--- config.mk ---
export PLATFORM = sky130hd
export DESIGN_NAME = apb_req_arbiter
export DESIGN_NICKNAME = d
export VERILOG_FILES = /design/src/rtl/apb_req_arbiter.sv
export SDC_FILE = /design/constraint.sdc
export NUM_CORES = 1
export LEC_CHECK = 0
export BUFFER_PORTS_ARGS = -buffer_cell sky130_fd_sc_hd__buf_2
export CAP_MARGIN = 10
export CORE_MARGIN = 1
export CORE_UTILIZATION = 45
export CTS_BUF_LIST = sky130_fd_sc_hd__clkbuf_8
export DETAILED_ROUTE_END_ITERATION = 8
export GPL_ROUTABILITY_DRIVEN = 0
export GPL_TIMING_DRIVEN = 0
export PLACE_DENSITY = 0.85
export SLEW_MARGIN = 15
export SYNTH_ARGS = -nofsm -noshare
export SYNTH_HDL_FRONTEND = slang
export SYNTH_SLANG_ARGS = --single-unit
--- constraint.sdc ---
create_clock -name pclk -period 3.4 [get_ports pclk]
set_input_delay 0 -clock pclk [delete_from_list [all_inputs] [get_ports pclk]]
set_output_delay 0 -clock pclk [all_outputs]
set_load 0.02 [all_outputs]
--- src/rtl/apb_req_arbiter.sv ---
// apb_req_arbiter: shares one APB master port among NUM_REQ local requesters.
// Round-robin arbitration in IDLE, then one SETUP and one or more ACCESS cycles.
// ACCESS ends on pready, or after TIMEOUT cycles without pready (TIMEOUT=0 never
// times out). Each transfer returns exactly one tagged response pulse.
// Ports:
//   pclk, preset          clock, asynchronous active-low reset
//   req_valid/write       per-requester request and direction
//   req_addr/wdata        per-requester 16-bit payload, requester i at [16i+15:16i]
//   req_ready             combinational one-hot accept strobe (IDLE only)
//   rsp_valid/id/rdata/error  registered response, valid is a one-cycle pulse
//   paddr/pwdata/pwrite/psel/penable  registered APB master outputs
//   prdata/pready/perror  APB slave returns
module apb_req_arbiter #(
    parameter int unsigned NUM_REQ = 4,
    parameter int unsigned TIMEOUT = 16,
    parameter int unsigned ID_W    = $clog2(NUM_REQ)
) (
    input  logic                  pclk,
    input  logic                  preset,
    input  logic [NUM_REQ-1:0]    req_valid,
    input  logic [NUM_REQ-1:0]    req_write,
    input  logic [NUM_REQ*16-1:0] req_addr,
    input  logic [NUM_REQ*16-1:0] req_wdata,
    output logic [NUM_REQ-1:0]    req_ready,
    output logic                  rsp_valid,
    output logic [ID_W-1:0]       rsp_id,
    output logic [15:0]           rsp_rdata,
    output logic                  rsp_error,
    output logic [15:0]           paddr,
    output logic [15:0]           pwdata,
    output logic                  pwrite,
    output logic                  psel,
    output logic                  penable,
    input  logic [15:0]           prdata,
    input  logic                  pready,
    input  logic                  perror
);

    localparam int unsigned DW    = 16;
    localparam int unsigned IDX_W = $clog2(NUM_REQ);
    localparam int unsigned CNT_W = (TIMEOUT < 2) ? 1 : $clog2(TIMEOUT + 1);

    typedef enum logic [1:0] {
        S_IDLE   = 2'd0,
        S_SETUP  = 2'd1,
        S_ACCESS = 2'd2
    } state_e;

    state_e             state_q, state_d;
    logic [IDX_W-1:0]   last_q, last_d;
    logic [CNT_W-1:0]   cnt_q, cnt_d;
    logic [DW-1:0]      paddr_q, paddr_d, pwdata_q, pwdata_d;
    logic               pwrite_q, pwrite_d, psel_q, psel_d, penable_q, penable_d;
    logic               rsp_valid_q, rsp_valid_d, rsp_error_q, rsp_error_d;
    logic [ID_W-1:0]    rsp_id_q, rsp_id_d;
    logic [DW-1:0]      rsp_rdata_q, rsp_rdata_d;

    logic [DW-1:0]      addr_arr  [NUM_REQ];
    logic [DW-1:0]      wdata_arr [NUM_REQ];
    logic [IDX_W-1:0]   gnt_idx;
    logic               gnt_any;

    // Unpack the flat payload buses into per-requester words.
    for (genvar g = 0; g < NUM_REQ; g++) begin : g_unpack
        assign addr_arr[g]  = req_addr[g*DW +: DW];
        assign wdata_arr[g] = req_wdata[g*DW +: DW];
    end

    // Round-robin search starting one past the last winner.
    always_comb begin
        int unsigned idx;
        idx     = 0;
        gnt_idx = '0;
        gnt_any = 1'b0;
        for (int unsigned k = 0; k < NUM_REQ; k++) begin
            idx = (32'(last_q) + 32'd1 + k) % NUM_REQ;
            if (!gnt_any && req_valid[IDX_W'(idx)]) begin
                gnt_any = 1'b1;
                gnt_idx = IDX_W'(idx);
            end
        end
    end

    // Accept strobe is forced low while reset is asserted.
    always_comb begin
        req_ready = '0;
        if (preset && (state_q == S_IDLE) && gnt_any) begin
            req_ready[gnt_idx] = 1'b1;
        end
    end

    // Next-state and registered-output computation.
    always_comb begin
        state_d     = state_q;
        last_d      = last_q;
        cnt_d       = cnt_q;
        paddr_d     = paddr_q;
        pwdata_d    = pwdata_q;
        pwrite_d    = pwrite_q;
        psel_d      = psel_q;
        penable_d   = penable_q;
        rsp_valid_d = 1'b0;
        rsp_id_d    = rsp_id_q;
        rsp_rdata_d = rsp_rdata_q;
        rsp_error_d = rsp_error_q;

        case (state_q)
            S_IDLE: begin
                if (gnt_any) begin
                    paddr_d   = addr_arr[gnt_idx];
                    pwdata_d  = wdata_arr[gnt_idx];
                    pwrite_d  = req_write[gnt_idx];
                    rsp_id_d  = ID_W'(gnt_idx);
                    last_d    = gnt_idx;
                    psel_d    = 1'b1;
                    penable_d = 1'b0;
                    cnt_d     = '0;
                    state_d   = S_SETUP;
                end
            end
            S_SETUP: begin
                penable_d = 1'b1;
                state_d   = S_ACCESS;
            end
            S_ACCESS: begin
                if (pready) begin
                    rsp_valid_d = 1'b1;
                    rsp_rdata_d = pwrite_q ? '0 : prdata;
                    rsp_error_d = perror;
                    psel_d      = 1'b0;
                    penable_d   = 1'b0;
                    state_d     = S_IDLE;
                end else if ((TIMEOUT != 0) && (cnt_q == CNT_W'(TIMEOUT - 1))) begin
                    // This is the TIMEOUT-th ACCESS cycle without pready.
                    rsp_valid_d = 1'b1;
                    rsp_rdata_d = '0;
                    rsp_error_d = 1'b1;
                    psel_d      = 1'b0;
                    penable_d   = 1'b0;
                    state_d     = S_IDLE;
                end else begin
                    cnt_d = cnt_q + CNT_W'(1);
                end
            end
            default: begin
                state_d = S_IDLE;
            end
        endcase
    end

    // State and output registers; reset drops any in-flight transfer.
    always_ff @(posedge pclk or negedge preset) begin
        if (!preset) begin
            state_q     <= S_IDLE;
            last_q      <= IDX_W'(NUM_REQ - 1);
            cnt_q       <= '0;
            paddr_q     <= '0;
            pwdata_q    <= '0;
            pwrite_q    <= 1'b0;
            psel_q      <= 1'b0;
            penable_q   <= 1'b0;
            rsp_valid_q <= 1'b0;
            rsp_id_q    <= '0;
            rsp_rdata_q <= '0;
            rsp_error_q <= 1'b0;
        end else begin
            state_q     <= state_d;
            last_q      <= last_d;
            cnt_q       <= cnt_d;
            paddr_q     <= paddr_d;
            pwdata_q    <= pwdata_d;
            pwrite_q    <= pwrite_d;
            psel_q      <= psel_d;
            penable_q   <= penable_d;
            rsp_valid_q <= rsp_valid_d;
            rsp_id_q    <= rsp_id_d;
            rsp_rdata_q <= rsp_rdata_d;
            rsp_error_q <= rsp_error_d;
        end
    end

    assign paddr     = paddr_q;
    assign pwdata    = pwdata_q;
    assign pwrite    = pwrite_q;
    assign psel      = psel_q;
    assign penable   = penable_q;
    assign rsp_valid = rsp_valid_q;
    assign rsp_id    = rsp_id_q;
    assign rsp_rdata = rsp_rdata_q;
    assign rsp_error = rsp_error_q;

endmodule

==> flow_metrics.env, run 1 <==
export IMPL_status="finished, final reports clean"
export IMPL_critPathSlowestCell="dlygate4sd3_1"
export IMPL_worstHoldPathCells=4
export IMPL_vias=4567
export IMPL_setup_ws_ns=0.114
export IMPL_antenna_left=0
export IMPL_wl_um=15300
export IMPL_critPathMaxFanout=10
export IMPL_drv_slew=0
export IMPL_rrSetupSlack_ns=0.11
export IMPL_syn2layout_area_growth_pct=77.6
export IMPL_grt_pass1_vias=4711
export IMPL_detail_route_wl_per_cell_um=20.3
export IMPL_firstDrtPassIters=5
export IMPL_fin_tns_setup_ns=0
export IMPL_root_buffer="clkbuf_8"
export IMPL_cts_buffer_depth=2
export IMPL_placementRows=30
export IMPL_maxCapViolCount=0
export IMPL_p_int_w=0.00286
export IMPL_hold_viol_final=0
export IMPL_fin_nets=810
export IMPL_finalClockSkew_ns=0.0118
export IMPL_relSlewSlack_pct=49.8
export IMPL_die_area_um2=7460
export IMPL_initial_utilization_pct=46.9
export IMPL_irDropWorstVdd_v=0.000558
export IMPL_antenna_found_initial=0
export IMPL_antennaDiodeCount=0
export IMPL_post_route_period_util_pct=96.6
export IMPL_post_place_ws_ns=1.12
export IMPL_fillCellCount=391
export IMPL_rsz0062_at_grt="false"
export IMPL_critPathKind="flip-flop to flip-flop"
export IMPL_dp_cells=631
export IMPL_final_common_cell="buf_2"
export IMPL_end_kind="flip-flop"
export IMPL_path_clk_slew_ns=0.07
export IMPL_fp_dieW_um=86.4
export IMPL_clock_latency_ns=0.34
export IMPL_clkSinkCount=64
export IMPL_drive_gt1_share_pct=37.6
export IMPL_slowest_delay_ns=0.64
export IMPL_ys_warn_count=0
export IMPL_cts_setup_buffers=0
export IMPL_synth_seq_cells=64
export IMPL_final_cells=753
export IMPL_htreeDepth=3
export IMPL_synth_cells=321
export IMPL_final_cell_mix="buf_2 (223), dlygate4sd3_1 (106), dfrtp_1 (62), a21oi_1 (40), nor2_1 (38)"
export IMPL_drcViolationCount=0
export IMPL_syn_area_um2=3210
export IMPL_core_region_area_um2=6830
export IMPL_tightest_slew_ns=0.748
export IMPL_grt_usage_pct=41.1
export IMPL_pwr_density_cell_nw_per_um2=890
export IMPL_clock_power_share_pct=14.4
export IMPL_switching_share_pct=43.5
export IMPL_static_leakage_power_nw=2.70
export IMPL_setup_violations_final=0
export IMPL_p_sw_w=0.00220
export IMPL_die_height_um=86.4
export IMPL_cts_tree="yes"
export IMPL_grt_pass1_wl_um=23100
export IMPL_pin_count=215
export IMPL_yosysUniqueCellTypes=38
export IMPL_crit_chain="buf_2 > nand2b_1 > a211o_1 > buf_2 > clkbuf_1 > a32oi_1 > dlygate4sd3_1 > a21oi_1 > dlygate4sd3_1"
export IMPL_total_power_w=0.00507
export IMPL_grt_start_max_net_pins=39
export IMPL_grt_overflow_total=0
export IMPL_hpwlAfterDp_um=8210
export IMPL_numPortBuffers=213
export IMPL_cts_made_buffers=9
export IMPL_utilization_pct=83.3
export IMPL_p_seq_share_pct=26.7
export IMPL_cp_start_kind="flip-flop"
export IMPL_clock_fmax_mhz=304
export IMPL_viasPerCell=6.07
export IMPL_power_frac_comb_pct=58.9
export IMPL_worstPathRequired_ns=3.68
export IMPL_hold_path_class="input pin to flip-flop"
export IMPL_r2r_cells=9
export IMPL_syn_avg_cell_area_um2=9.99
export IMPL_syn_nets=479
export IMPL_arrival_ns=3.56
export IMPL_drtIter0Drc=382
export IMPL_ys_seq_area_share_pct=50.0
export IMPL_fin_crit_ns=3.29
==> critical path: cells and delay by family (launching register included) <==
| family | cells | cell delay [ns] |
|---|---|---|
| AND/OR/NAND/NOR | 1 | 0.22 |
| buffers and inverters | 5 | 2.00 |
| AO/OA/AOI/OAI | 3 | 0.51 |
| flip-flops | 1 | 0.52 |
==> sequential cells by signal, indices dropped and copies added (netlist names), 2 cells and up <==
register,flops
pwdata,16
rsp_id,2
cnt_q,5
last_q,2
paddr,16
rsp_rdata,16
state_q,2
==> power by group through the flow <==
stage / Clock [W] / Sequential, W / Combinational [W]
global placement: 0 / 0.00130 / 0.00219
detailed placement: 0 / 0.00131 / 0.00225
global route: 0.000771 / 0.00138 / 0.00316
floorplan: 0 / 0.00170 / 0.00108
finish: 0.000730 / 0.00135 / 0.00299
CTS: 0.000720 / 0.00131 / 0.00280
==> cells by family after synthesis <==
logic type | synth area share [%]
AOI/OAI and AO/OA | 33.8
and+or+nand+nor | 9.95
DFF | 50.0
buffers and inverters | 5.11
adders and majority gates | 0.781
xor gates and xnor gates | 0.273
==> routing by layer <==
metal | vias to the layer above | track usage, % | part of all wire, %
met3 | 102 | 12.5 | 10
met4 | 0 | 26.5 | 5.8
met1 | 2186 | 44.6 | 35
met5 | - | 0 | 0
met2 | 358 | 69.8 | 49
li1 | 1921 | - | -
==> synth_stat cells <==
cell	instances	share of area, %
dfrtp_1	62	48
a21oi_1	40	6.2
nor2_1	38	4.4
a221oi_1	33	9.0
a32oi_1	33	9.0
clkbuf_1	21	2.5
a22o_1	16	4.4
buf_2	11	1.7
nand2_1	10	1.2
o21ai_0	8	1.2
nand3_1	6	0.94
and3_1	4	0.78
inv_1	4	0.47
nand2b_1	4	0.78
a211o_1	2	0.55
a21boi_1	2	0.47
dfstp_2	2	1.6
ha_1	2	0.78
nor2b_1	2	0.39
o211a_1	2	0.62
o31ai_1	2	0.47
a21boi_0	1	0.23
a21o_1	1	0.23
a22oi_1	1	0.23
and4_1	1	0.27
buf_6	1	0.35
inv_2	1	0.12
nor2_2	1	0.20
nor3_1	1	0.16
o21a_1	1	0.23
o21ai_1	1	0.16
o221ai_1	1	0.27
o22a_1	1	0.27
o22ai_1	1	0.20
or2_0	1	0.20
or3_1	1	0.20
or4b_4	1	0.43
xnor2_1	1	0.27
==> area by class of cell <==
class	count	area, um^2	area share (%)
buffer	33	149	2.62
timing repair buffer	320	2150	37.8
sequential	64	1600	28.2
tap	96	120	2.11
inverter	5	18.8	0.330
clock buffer	10	138	2.42
multi-input combinational	219	1440	25.3
clock inverter	6	76.3	1.34
==> metrics by stage <==
step | hold WS, ns | instance area [um^2]
after floorplan | -0.296 | 3210
after global placement | 0.225 | 4390
after detailed placement | -0.0202 | 4410
after CTS | 0.00142 | 5690
after global routing | 0.0248 | 5690
final | 0.0125 | 5690
==> timing repair <==
item	4_1_cts	5_1_grt
hold buffers	106	0
gates resized for setup	0	6
endpoints found under the setup margin	0	5
endpoints found under the hold margin	112	0
==> worst paths after layout <==
| kind | startpoint | to |
|---|---|---|
| setup / recovery | last_q[0] | pwdata[8] |
| hold / removal | pready | cnt_q[1] |
| setup reg to reg | last_q[0] | pwdata[8] |
| hold reg to reg | rsp_id[1] | rsp_id[1] |
| max in group asynchronous | preset | last_q[0] |
| min in group asynchronous | preset | rsp_rdata[1] |
Note: power is estimated with default switching activity, not from simulation.
==> run 2, diff against run 1 <==
--- a/config.mk
+++ b/config.mk
@@ -14,6 +14,7 @@
 export GPL_ROUTABILITY_DRIVEN = 0
 export GPL_TIMING_DRIVEN = 0
 export PLACE_DENSITY = 0.85
+export RECOVER_POWER = 100
 export SLEW_MARGIN = 15
 export SYNTH_ARGS = -nofsm -noshare
 export SYNTH_HDL_FRONTEND = slang
==> flow_metrics.env, run 2 (synthesis gave the netlist of run 1 again) <==
export IMPL_switching_share_pct=44.6
export IMPL_grt_start_max_net_pins=39
export IMPL_setup_ws_ns=0.112
export IMPL_drtIter0Drc=417
export IMPL_pin_count=215
export IMPL_maxCapViolCount=1
export IMPL_hold_viol_final=0
export IMPL_drcViolationCount=0
export IMPL_drv_slew=38
export IMPL_clock_latency_ns=0.34
export IMPL_final_cell_mix="buf_2 (160), dlygate4sd3_1 (106), clkbuf_1 (83), dfrtp_1 (62), a21oi_1 (40)"
export IMPL_wl_um=15300
export IMPL_p_sw_w=0.00222
export IMPL_drive_gt1_share_pct=27.4
export IMPL_die_area_um2=7460
export IMPL_hpwlAfterDp_um=8210
export IMPL_numPortBuffers=213
export IMPL_cts_buffer_depth=2
export IMPL_clock_power_share_pct=14.7
export IMPL_critPathMaxFanout=10
export IMPL_fin_crit_ns=3.29
export IMPL_fillCellCount=432
export IMPL_clock_fmax_mhz=304
export IMPL_failed_checks="capacitance limit, slew limit"
export IMPL_p_seq_share_pct=27.4
export IMPL_root_buffer="clkbuf_8"
export IMPL_end_kind="flip-flop"
export IMPL_power_frac_comb_pct=57.9
export IMPL_path_clk_slew_ns=0.08
export IMPL_htreeDepth=3
export IMPL_critPathKind="flip-flop to flip-flop"
export IMPL_antennaDiodeCount=0
export IMPL_antenna_found_initial=0
export IMPL_viasPerCell=6.09
export IMPL_antenna_left=0
export IMPL_clkSinkCount=64
export IMPL_pwr_density_cell_nw_per_um2=888
export IMPL_finalClockSkew_ns=0.0126
export IMPL_grt_pass1_vias=4711
export IMPL_fin_tns_setup_ns=0
export IMPL_worstPathRequired_ns=3.68
export IMPL_cts_tree="yes"
export IMPL_placementRows=30
export IMPL_cp_start_kind="flip-flop"
export IMPL_irDropWorstVdd_v=0.000552
export IMPL_relSlewSlack_pct=-34.9
export IMPL_post_place_ws_ns=1.12
export IMPL_static_leakage_power_nw=2.50
export IMPL_hold_path_class="input pin to flip-flop"
export IMPL_fp_dieW_um=86.4
export IMPL_grt_overflow_total=0
export IMPL_syn2layout_area_growth_pct=74.8
export IMPL_p_int_w=0.00276
export IMPL_status="finished, violations left"
export IMPL_rsz0062_at_grt="false"
export IMPL_firstDrtPassIters=6
export IMPL_cts_made_buffers=9
export IMPL_initial_utilization_pct=46.9
export IMPL_grt_usage_pct=41.1
export IMPL_grt_pass1_wl_um=23100
export IMPL_detail_route_wl_per_cell_um=20.4
export IMPL_core_region_area_um2=6830
export IMPL_fin_nets=810
export IMPL_arrival_ns=3.56
export IMPL_post_route_period_util_pct=96.7
export IMPL_tightest_slew_ns=2.02
export IMPL_cts_setup_buffers=0
export IMPL_vias=4583
export IMPL_final_common_cell="buf_2"
export IMPL_setup_violations_final=0
export IMPL_die_height_um=86.4
run 2: changes by cell type in the layout (fill, tap and decap cells not counted), sizes merged:
cell    delta
clkbuf    +65
buf       -65
run 2: final timing paths:
path | end | from | slack [ns] | cells past startpoint
worst max register to register | pwdata[8] | last_q[0] | 0.11 | 9
max in group asynchronous | paddr[8] | preset | 1.46 | 2
min in group asynchronous | rsp_rdata[1] | preset | 0.79 | 2
worst max-delay path | pwdata[8] | last_q[0] | 0.11 | 9
worst min register to register | rsp_id[1] | rsp_id[1] | 0.49 | 2
worst min-delay path | cnt_q[1] | pready | 0.005 | 4
run 2: cell type report:
type | instances | area (um^2) | share of cell area [%]
plain buffers | 33 | 136 | 2.43
clock buffers | 10 | 138 | 2.46
clock inverters | 6 | 76.3 | 1.36
inverters | 5 | 18.8 | 0.335
multi-input cells | 219 | 1440 | 25.7
flip-flops and latches | 64 | 1600 | 28.6
well taps | 96 | 120 | 2.14
repair buffers | 320 | 2070 | 37.0
run 2: worst max-delay path, stage by stage, from the launching register on:
cell and delay [ns]:
dfstp_2 0.52, buf_2 0.19, nand2b_1 0.21, a211o_1 0.14, buf_2 0.18, clkbuf_1 0.40, a32oi_1 0.19, dlygate4sd3_1 0.63
a21oi_1 0.18, dlygate4sd3_1 0.60
run 2: layer usage:
metal	part of all wire [%]	vias to the layer above	track usage, %
li1	-	1922	-
met1	35	2168	44.6
met2	48	378	69.8
met3	10	115	12.5
met4	6.5	0	26.5
met5	0	-	0
run 2: through the flow:
step                      util [%]  hold WS [ns]  cells  total power (W)  cell area [um^2]
after floorplan                  -        -0.296    321          0.00278              3210
after global placement        64.3         0.225    630          0.00349              4390
after detailed placement      64.6       -0.0202    631          0.00356              4410
after CTS                     83.3       0.00142    753          0.00483              5690
after global routing          82.0        0.0229    753          0.00521              5600
final                         82.0       0.00542    753          0.00497              5600
run 2: power groups by stage:
stage	sequential, W	combinational (W)	clock (W)
2_1_floorplan	0.00170	0.00108	0
3_3_place_gp	0.00130	0.00219	0
3_5_place_dp	0.00131	0.00225	0
4_1_cts	0.00131	0.00280	0.000720
5_1_grt	0.00139	0.00305	0.000771
6_report	0.00136	0.00288	0.000729
run 2: repair_timing:
action,in CTS,in global routing
setup endpoints to repair,0,5
hold endpoints to repair,112,0
hold buffers,106,0
resized for setup,0,6
